`src/rtl/supercar_trail_pwm.sv`:
```
// Afterglow stage for the Supercar LED chain: per-LED brightness that snaps to
// full when lit, decays on each step once dark, and drives a registered PWM output.
module supercar_trail_pwm #(
    parameter int unsigned N_BIT      = 6,
    parameter int unsigned PWM_BITS   = 4,
    parameter int unsigned DECAY_STEP = 4
) (
    input  logic             clk,
    input  logic             rst,
    input  logic             step,
    input  logic [N_BIT-1:0] pin,
    output logic [N_BIT-1:0] led,
    output logic             pwm_wrap
);

    localparam int unsigned MAX = (1 << PWM_BITS) - 1;
    localparam logic [PWM_BITS-1:0] LEVEL_MAX = PWM_BITS'(MAX);
    localparam logic [PWM_BITS-1:0] CNT_LAST  = PWM_BITS'(MAX - 1);
    // A decay of MAX or more always lands on zero; keep the subtrahend in range otherwise.
    localparam bit DECAY_KILLS = (DECAY_STEP >= MAX);
    localparam logic [PWM_BITS-1:0] DECAY = PWM_BITS'(DECAY_KILLS ? 0 : DECAY_STEP);

    logic [PWM_BITS-1:0] pwm_cnt;
    logic [PWM_BITS-1:0] pwm_cnt_next;
    logic [PWM_BITS-1:0] level      [N_BIT];
    logic [PWM_BITS-1:0] level_next [N_BIT];
    logic [N_BIT-1:0]    led_next;

    // Free-running period counter: 0 .. MAX-1.
    always_comb begin
        pwm_cnt_next = pwm_cnt + PWM_BITS'(1);
        if (pwm_cnt == CNT_LAST) begin
            pwm_cnt_next = '0;
        end
    end

    // Level update on step: lit channels jump to full, dark ones decay saturating at 0.
    always_comb begin
        for (int unsigned i = 0; i < N_BIT; i++) begin
            level_next[i] = level[i];
            if (step) begin
                if (pin[i]) begin
                    level_next[i] = LEVEL_MAX;
                end else if (DECAY_KILLS || (level[i] <= DECAY)) begin
                    level_next[i] = '0;
                end else begin
                    level_next[i] = level[i] - DECAY;
                end
            end
        end
    end

    // PWM compare against the current (pre-edge) counter and level.
    always_comb begin
        led_next = '0;
        for (int unsigned i = 0; i < N_BIT; i++) begin
            led_next[i] = (pwm_cnt < level[i]);
        end
    end

    always_ff @(posedge clk) begin
        if (!rst) begin
            pwm_cnt  <= '0;
            led      <= '0;
            pwm_wrap <= 1'b0;
            for (int unsigned i = 0; i < N_BIT; i++) begin
                level[i] <= '0;
            end
        end else begin
            pwm_cnt  <= pwm_cnt_next;
            led      <= led_next;
            pwm_wrap <= (pwm_cnt == '0);
            for (int unsigned i = 0; i < N_BIT; i++) begin
                level[i] <= level_next[i];
            end
        end
    end

endmodule

```
`config.mk`:
```
export PLATFORM = sky130hd
export DESIGN_NAME = supercar_trail_pwm
export DESIGN_NICKNAME = d
export VERILOG_FILES = /design/src/rtl/supercar_trail_pwm.sv
export SDC_FILE = /design/constraint.sdc
export NUM_CORES = 1
export LEC_CHECK = 0
export ABC_AREA = 0
export BUFFER_PORTS_ARGS = -buffer_cell sky130_fd_sc_hd__buf_2
export CAP_MARGIN = 15
export CORE_ASPECT_RATIO = 1.4
export CORE_MARGIN = 3
export CORE_UTILIZATION = 45
export CTS_BUF_LIST = sky130_fd_sc_hd__clkbuf_4 sky130_fd_sc_hd__clkbuf_8
export CTS_CLUSTER_DIAMETER = 200
export CTS_CLUSTER_SIZE = 25
export DETAILED_ROUTE_END_ITERATION = 8
export GPL_TIMING_DRIVEN = 0
export MAX_ROUTING_LAYER = met4
export SETUP_SLACK_MARGIN = 0.3
export SYNTH_ARGS = -nofsm -noshare
export SYNTH_HDL_FRONTEND = slang
export SYNTH_SLANG_ARGS = --single-unit
```
`constraint.sdc`:
```
create_clock -name clk -period 2.6 [get_ports clk]
set_clock_uncertainty 0.15 [all_clocks]
set_input_delay 0.52 -clock clk [delete_from_list [all_inputs] [get_ports clk]]
set_output_delay 0.52 -clock clk [all_outputs]
set_load 0.05 [all_outputs]
```
==> impl_metrics.csv, run 1 <==
group,metric,value,unit
power_and_ir_drop,power.density,631.5,mW/mm2
synthesis,synth_top_area_cell,"dfxtp_1",
floorplanning,die_h,76.03,um
layout,utilization,55.25,%
layout,area_growth,13.65,%
global_route,grt_pass1_vias,1269,
sta,fmax,591.5,MHz
global_route,gr-total-overflow,0,
critical_path,cp.required,2650,ps
clock_network,tritoncts,"done",
floorplanning,dieArea,0.004260,mm2
placement,gp_congestion,0.7410,
critical_path,cp_max_fo,10,
sta,finalHoldViolations,0,
synthesis,synth_top_area_share,36.83,%
sta,worst_slew_pin_slew,529.9,ps
global_route,grt_start_max_net_pins,12,
critical_path,rrSetupSlack,910,ps
synthesis,synth_edf_count,0,
worst_hold_path,hold_path_class,"flop to flop",
synthesis,yosysSeqAreaShare,36.83,%
synthesis,avgSynthCellArea,8.907,um2
sta,slew_headroom,64.67,%
flow_run,cap_violations,0,
sta,rsz0062_at_grt,"false",
global_route,grt_usage,17.22,%
synthesis,synth_common_cells,"29 x dfxtp_1, 24 x ha_1, 20 x inv_1, 18 x nand2_1, 13 x o21ai_0",
layout,drive_gt1_share,14.00,%
synthesis,yosysWarnings,0,
clock_network,postCtsSetupBuffers,0,
global_route,grt_antenna_before_repair,0,
synthesis,syn_inst,177,
synthesis,synth_ff_type,"dfxtp_1",
floorplanning,std_cell_rows,24,
critical_path,end_kind,"flop",
floorplanning,coreArea,0.003243,mm2
sta,setup_viol,0,
synthesis,synth_area_leaders,"dfxtp_1 37%, ha_1 19%, a21boi_0 4.8%",
floorplanning,start_util,48.61,%
clock_network,clock_latency,270,ps
power_and_ir_drop,peakVddDrop,399.4,uV
sta,drv_slew,0,
routing,via_count,1288,
clock_network,path_clk_slew,60,ps
synthesis,yosysUniqueCellTypes,26,
run_status,status,"complete, no violations",
synthesis,synth.most_common_cell,"dfxtp_1",
clock_network,clockBufferDepth,2,
routing,via_per_inst,5.389,
placement,dpl.hpwl,2.386,mm
power_and_ir_drop,p_leak,0.0008028,uW
synthesis,ys_ff_latch,29,
sta,period_needed,1691,ps
clock_network,cts_root_buf,"clkbuf_8",
routing,post_drt_wl_per_cell,13.63,um
clock_network,cts_buffers,5,
placement,port_buffers,15,
routing,first_pass_iters,4,
layout,final_area,0.001792,mm2
floorplanning,chipWidth,56.03,um
layout,diodes,0,
floorplanning,ios,16,
placement,placed_area,0.001700,mm2
critical_path,path_class,"flop to flop",
clock_network,numClockSinks,29,
global_route,grt_pass1_wl,5.595,mm
synthesis,syn_nets,210,
critical_path,startpoint_type,"flop",
clock_network,cts_hold_buffers,0,
critical_path,cp_data_arrival_time,1740,ps
synthesis,synthArstFlopShare,0,%
sta,finalCritPeriodShare,65.02,%
clock_network,h-tree-depth,2,
layout,num-nets-final,232,
routing,drt_iter0_drc,31,
sta,fin_setup_tns,0,ps
routing,antenna_left,0,
clock_network,post_cts_resized,0,
synthesis,syn_area,0.001577,mm2
routing,routed_wl,3.257,mm
routing,drcViolationCount,0,
-- area by class of cell --
| cell class | count | area (um2) |
|---|---|---|
| fillers | 311 | 1451 |
| multi-input cells | 121 | 890.9 |
| flip-flops and latches | 29 | 580.6 |
| clock buffers | 8 | 91.34 |
| inverters | 22 | 83.83 |
| repair buffers | 15 | 75.07 |
| well taps | 39 | 48.80 |
| plain buffers | 5 | 21.27 |
-- per-stage QoR --
step                total power, uW  hold slack, ps  worst slack (ps)  std cells
global placement              747.4           335.5             869.7        231
detailed placement            762.8           338.5             767.6        231
floorplan                     698.8           316.5              1124        177
finish                         1131           346.5             909.5        239
CTS                            1152           347.3             871.1        239
global route                   1197           385.2             814.1        239
-- path summary, 6_finish.rpt --
check	startpoint	endpoint	cells after the start
min reg2reg	level[5][3]$_SDFFE_PN0P_	level[5][3]$_SDFFE_PN0P_	2
max reg2reg	pwm_cnt[1]$_SDFF_PP0_	pwm_cnt[3]$_SDFF_PP0_	3
max	pwm_cnt[1]$_SDFF_PP0_	pwm_cnt[3]$_SDFF_PP0_	3
min	level[5][3]$_SDFFE_PN0P_	level[5][3]$_SDFFE_PN0P_	2
-- cell usage in the layout, fill, tap and decap left out --
cell type	instances
a21boi_0	10
o21ai_0	13
and3_1	1
and3_2	1
a21oi_1	7
ha_1	24
a211o_1	1
inv_1	20
inv_2	1
nand2_1	18
nand3_1	1
nor3_1	1
a21boi_1	1
or4_1	1
nand3b_1	6
clkbuf_8	5
clkbuf_4	3
a31oi_1	6
dfxtp_1	29
buf_2	17
clkinvlp_2	1
mux2i_1	3
nand2b_1	9
clkbuf_1	3
a21o_1	6
a22o_1	6
o31ai_1	3
nor2_1	3
-- sequential cells by signal (all words and copies together), names as in the netlist --
signal and count:
pwm_wrap 1, pwm_cnt 4, led 6, level 18
-- worst max-delay path, cell delays in order, from the launching register on --
cell and delay [ps]:
dfxtp_1 600, clkinvlp_2 230, or4_1 520, a21boi_1 130
-- kinds of logic after synthesis --
group | Yosys count | synth area share, %
compound gates | 53 | 22.14
simple gates | 41 | 13.41
flops | 29 | 36.83
buf+inv | 27 | 6.666
fa+ha+maj | 24 | 19.05
mux | 3 | 1.905
-- power breakdown --
part	leakage [uW]	switching (uW)	internal, uW	total [uW]
combinational	0.000513	146	89.1	235
sequential	0.000240	30.8	485	516
clock	0.0000498	159	221	380
-- metal layers --
metal | up-vias | GRT usage [%] | routed length, um
met2 | 24 | 28.34 | 1672
met3 | 5 | 3.559 | 88
met1 | 605 | 19.33 | 1451
li1 | 654 | - | -
met4 | 0 | 9.026 | 44
met5 | - | - | 0
Note: power is estimated with default switching activity, not from simulation.
==> inputs of run 2 (changes only) <==
==> constraint.sdc (replaced) <==
create_clock -name clk -period 1.7 [get_ports clk]
set_clock_uncertainty 0.15 [all_clocks]
set_input_delay 0.34 -clock clk [delete_from_list [all_inputs] [get_ports clk]]
set_output_delay 0.34 -clock clk [all_outputs]
set_load 0.05 [all_outputs]
==> run 2 against run 1 <==
Net effect:
- highest routed layer unchanged
- design area up 4.1%
- final cell count up 1.3%
- total power up 55%
- critical path depth unchanged
- utilization up 2.2 points
- sequential cell count unchanged
==> impl_metrics.csv, run 2 (synthesis gave the netlist of run 1 again) <==
group,metric,value,unit
sta,slew_headroom,66.54,%
clock_network,numClockSinks,29,
critical_path,startpoint_type,"flop",
routing,post_drt_wl_per_cell,13.48,um
sta,period_needed,1336,ps
clock_network,cts_hold_buffers,0,
critical_path,cp_data_arrival_time,1380,ps
global_route,met3_usage,4.576,%
layout,largest_reg_flops,18,
sta,finalCritPeriodShare,78.57,%
floorplanning,ios,16,
sta,drv_slew,0,
global_route,grt_usage,17.16,%
clock_network,tritoncts,"done",
critical_path,critPathSlowestCell,"or4_1",
routing,first_pass_iters,4,
layout,num-nets-final,235,
global_route,grt_pass1_wl,5.547,mm
sta,setup_viol,0,
critical_path,path_class,"flop to flop",
power_and_ir_drop,totalPowerFinal,1752,uW
global_route,grtUsageMet2,30.09,%
clock_network,cts_root_buf,"clkbuf_8",
placement,dp_slack,68.36,ps
routing,via_per_inst,5.421,
clock_network,cts_buffers,5,
clock_network,h-tree-depth,2,
sta,fin_setup_tns,0,ps
floorplanning,die_h,76.03,um
routing,routed_wl,3.261,mm
layout,largest_register,"level",
critical_path,cp.required,1750,ps
critical_path,rrSetupSlack,360,ps
layout,final_common_cell,"dfxtp_1",
sta,worst_slew_pin_slew,501.9,ps
critical_path,crit_chain,"clkinvlp_4 > or4_1 > a21boi_1",
floorplanning,dieArea,0.004260,mm2
routing,via_count,1312,
clock_network,clock_latency,270,ps
global_route,gr-total-overflow,0,
placement,dpl.hpwl,2.369,mm
clock_network,path_clk_slew,60,ps
flow_run,cap_violations,0,
layout,area_growth,18.25,%
layout,largestRegisters,"level: 18 flops, led: 6 flops, pwm_cnt: 4 flops",
clock_network,clockBufferDepth,2,
global_route,grt_pass1_vias,1248,
floorplanning,start_util,48.61,%
layout,final_cell_mix,"24 x dfxtp_1, 21 x ha_1, 18 x nand2_1",
critical_path,max_stage_delay,490,ps
placement,gp_congestion,0.7444,
power_and_ir_drop,p_leak,0.0008247,uW
critical_path,end_kind,"flop",
power_and_ir_drop,peakVddDrop,771.0,uV
floorplanning,coreArea,0.003243,mm2
critical_path,cp_max_fo,4,
floorplanning,std_cell_rows,24,
placement,port_buffers,15,
routing,drcViolationCount,0,
routing,drt_iter0_drc,39,
layout,drive_gt1_share,21.18,%
sta,finalHoldViolations,0,
global_route,gr-usage-met1,18.10,%
routing,antenna_left,0,
worst_hold_path,hold_path_class,"input pin to flop",
global_route,grt_antenna_before_repair,0,
power_and_ir_drop,power.density,940.0,mW/mm2
run_status,status,"complete, no violations",
floorplanning,chipWidth,56.03,um
sta,rsz0062_at_grt,"false",
global_route,grt_start_max_net_pins,12,
sta,fmax,748.7,MHz
layout,diodes,0,
sta,layout_setup_ws,364.4,ps
global_route,busiest_layer,"met2",
## run 2: cell types whose count changed in the layout (fill, tap and decap cells not counted), moves of 2 or more
cell / change
dfxtp_1: -5
dfxtp_4: +4
ha_1: -3
inv_1: -3
inv_2: +3
buf_4: +2
ha_2: +2
## run 2: path summary, 6_finish.rpt
path                                   end                startpoint  depth (start not counted)
setup / recovery     pwm_cnt[3]$_SDFF_PP0_     pwm_cnt[1]$_SDFF_PP0_                          3
hold / removal    level[1][2]$_SDFFE_PN0P_                    pin[1]                          3
setup reg to reg     pwm_cnt[3]$_SDFF_PP0_     pwm_cnt[1]$_SDFF_PP0_                          3
hold reg to reg   level[5][3]$_SDFFE_PN0P_  level[5][3]$_SDFFE_PN0P_                          2
## run 2: power breakdown
| group | switching (uW) | internal, uW | total [uW] |
|---|---|---|---|
| clock network | 243 | 338 | 580 |
| registers | 41.9 | 741 | 783 |
| logic | 234 | 155 | 389 |
## run 2: through the flow
stage / hold WS, ps / std cells / area, um2 / util (%)
6_report: 192.3 / 242 / 1864 / 57.48
5_1_grt: 214.9 / 242 / 1864 / 57.48
4_1_cts: 184.9 / 241 / 1827 / 56.33
3_5_place_dp: 336.4 / 231 / 1702 / 52.47
3_3_place_gp: 335.4 / 231 / 1702 / 52.47
2_1_floorplan: 316.5 / 177 / 1578 / -
## run 2: critical path, delay by kind of cell, from the launching register on
family | cells | cell delay, ps
AOI/OAI and AO/OA | 1 | 150
DFF | 1 | 380
buffers and inverters | 1 | 90
and+or+nand+nor | 1 | 490
## run 2: routing by layer
metal | wire, um | part of all wire [%]
met1 | 1386 | 43
met2 | 1674 | 51
met3 | 147 | 4.5
met4 | 53 | 1.6
met5 | 0 | 0
## run 2: repair_timing
action                                  in CTS  in global routing
gates resized for setup                      4                 14
setup buffers                                2                  1
hold endpoints to repair                     0                  0
pin swaps                                    0                  2
endpoints found under the setup margin       8                 10
## run 2: layout make-up
class	count	area (um2)
timing repair buffer	18	110.1
sequential	29	596.8
multi-input combinational	121	908.4
fill	310	1379
tap	39	48.80
buffer	5	22.52
inverter	22	86.33
clock buffer	8	91.34
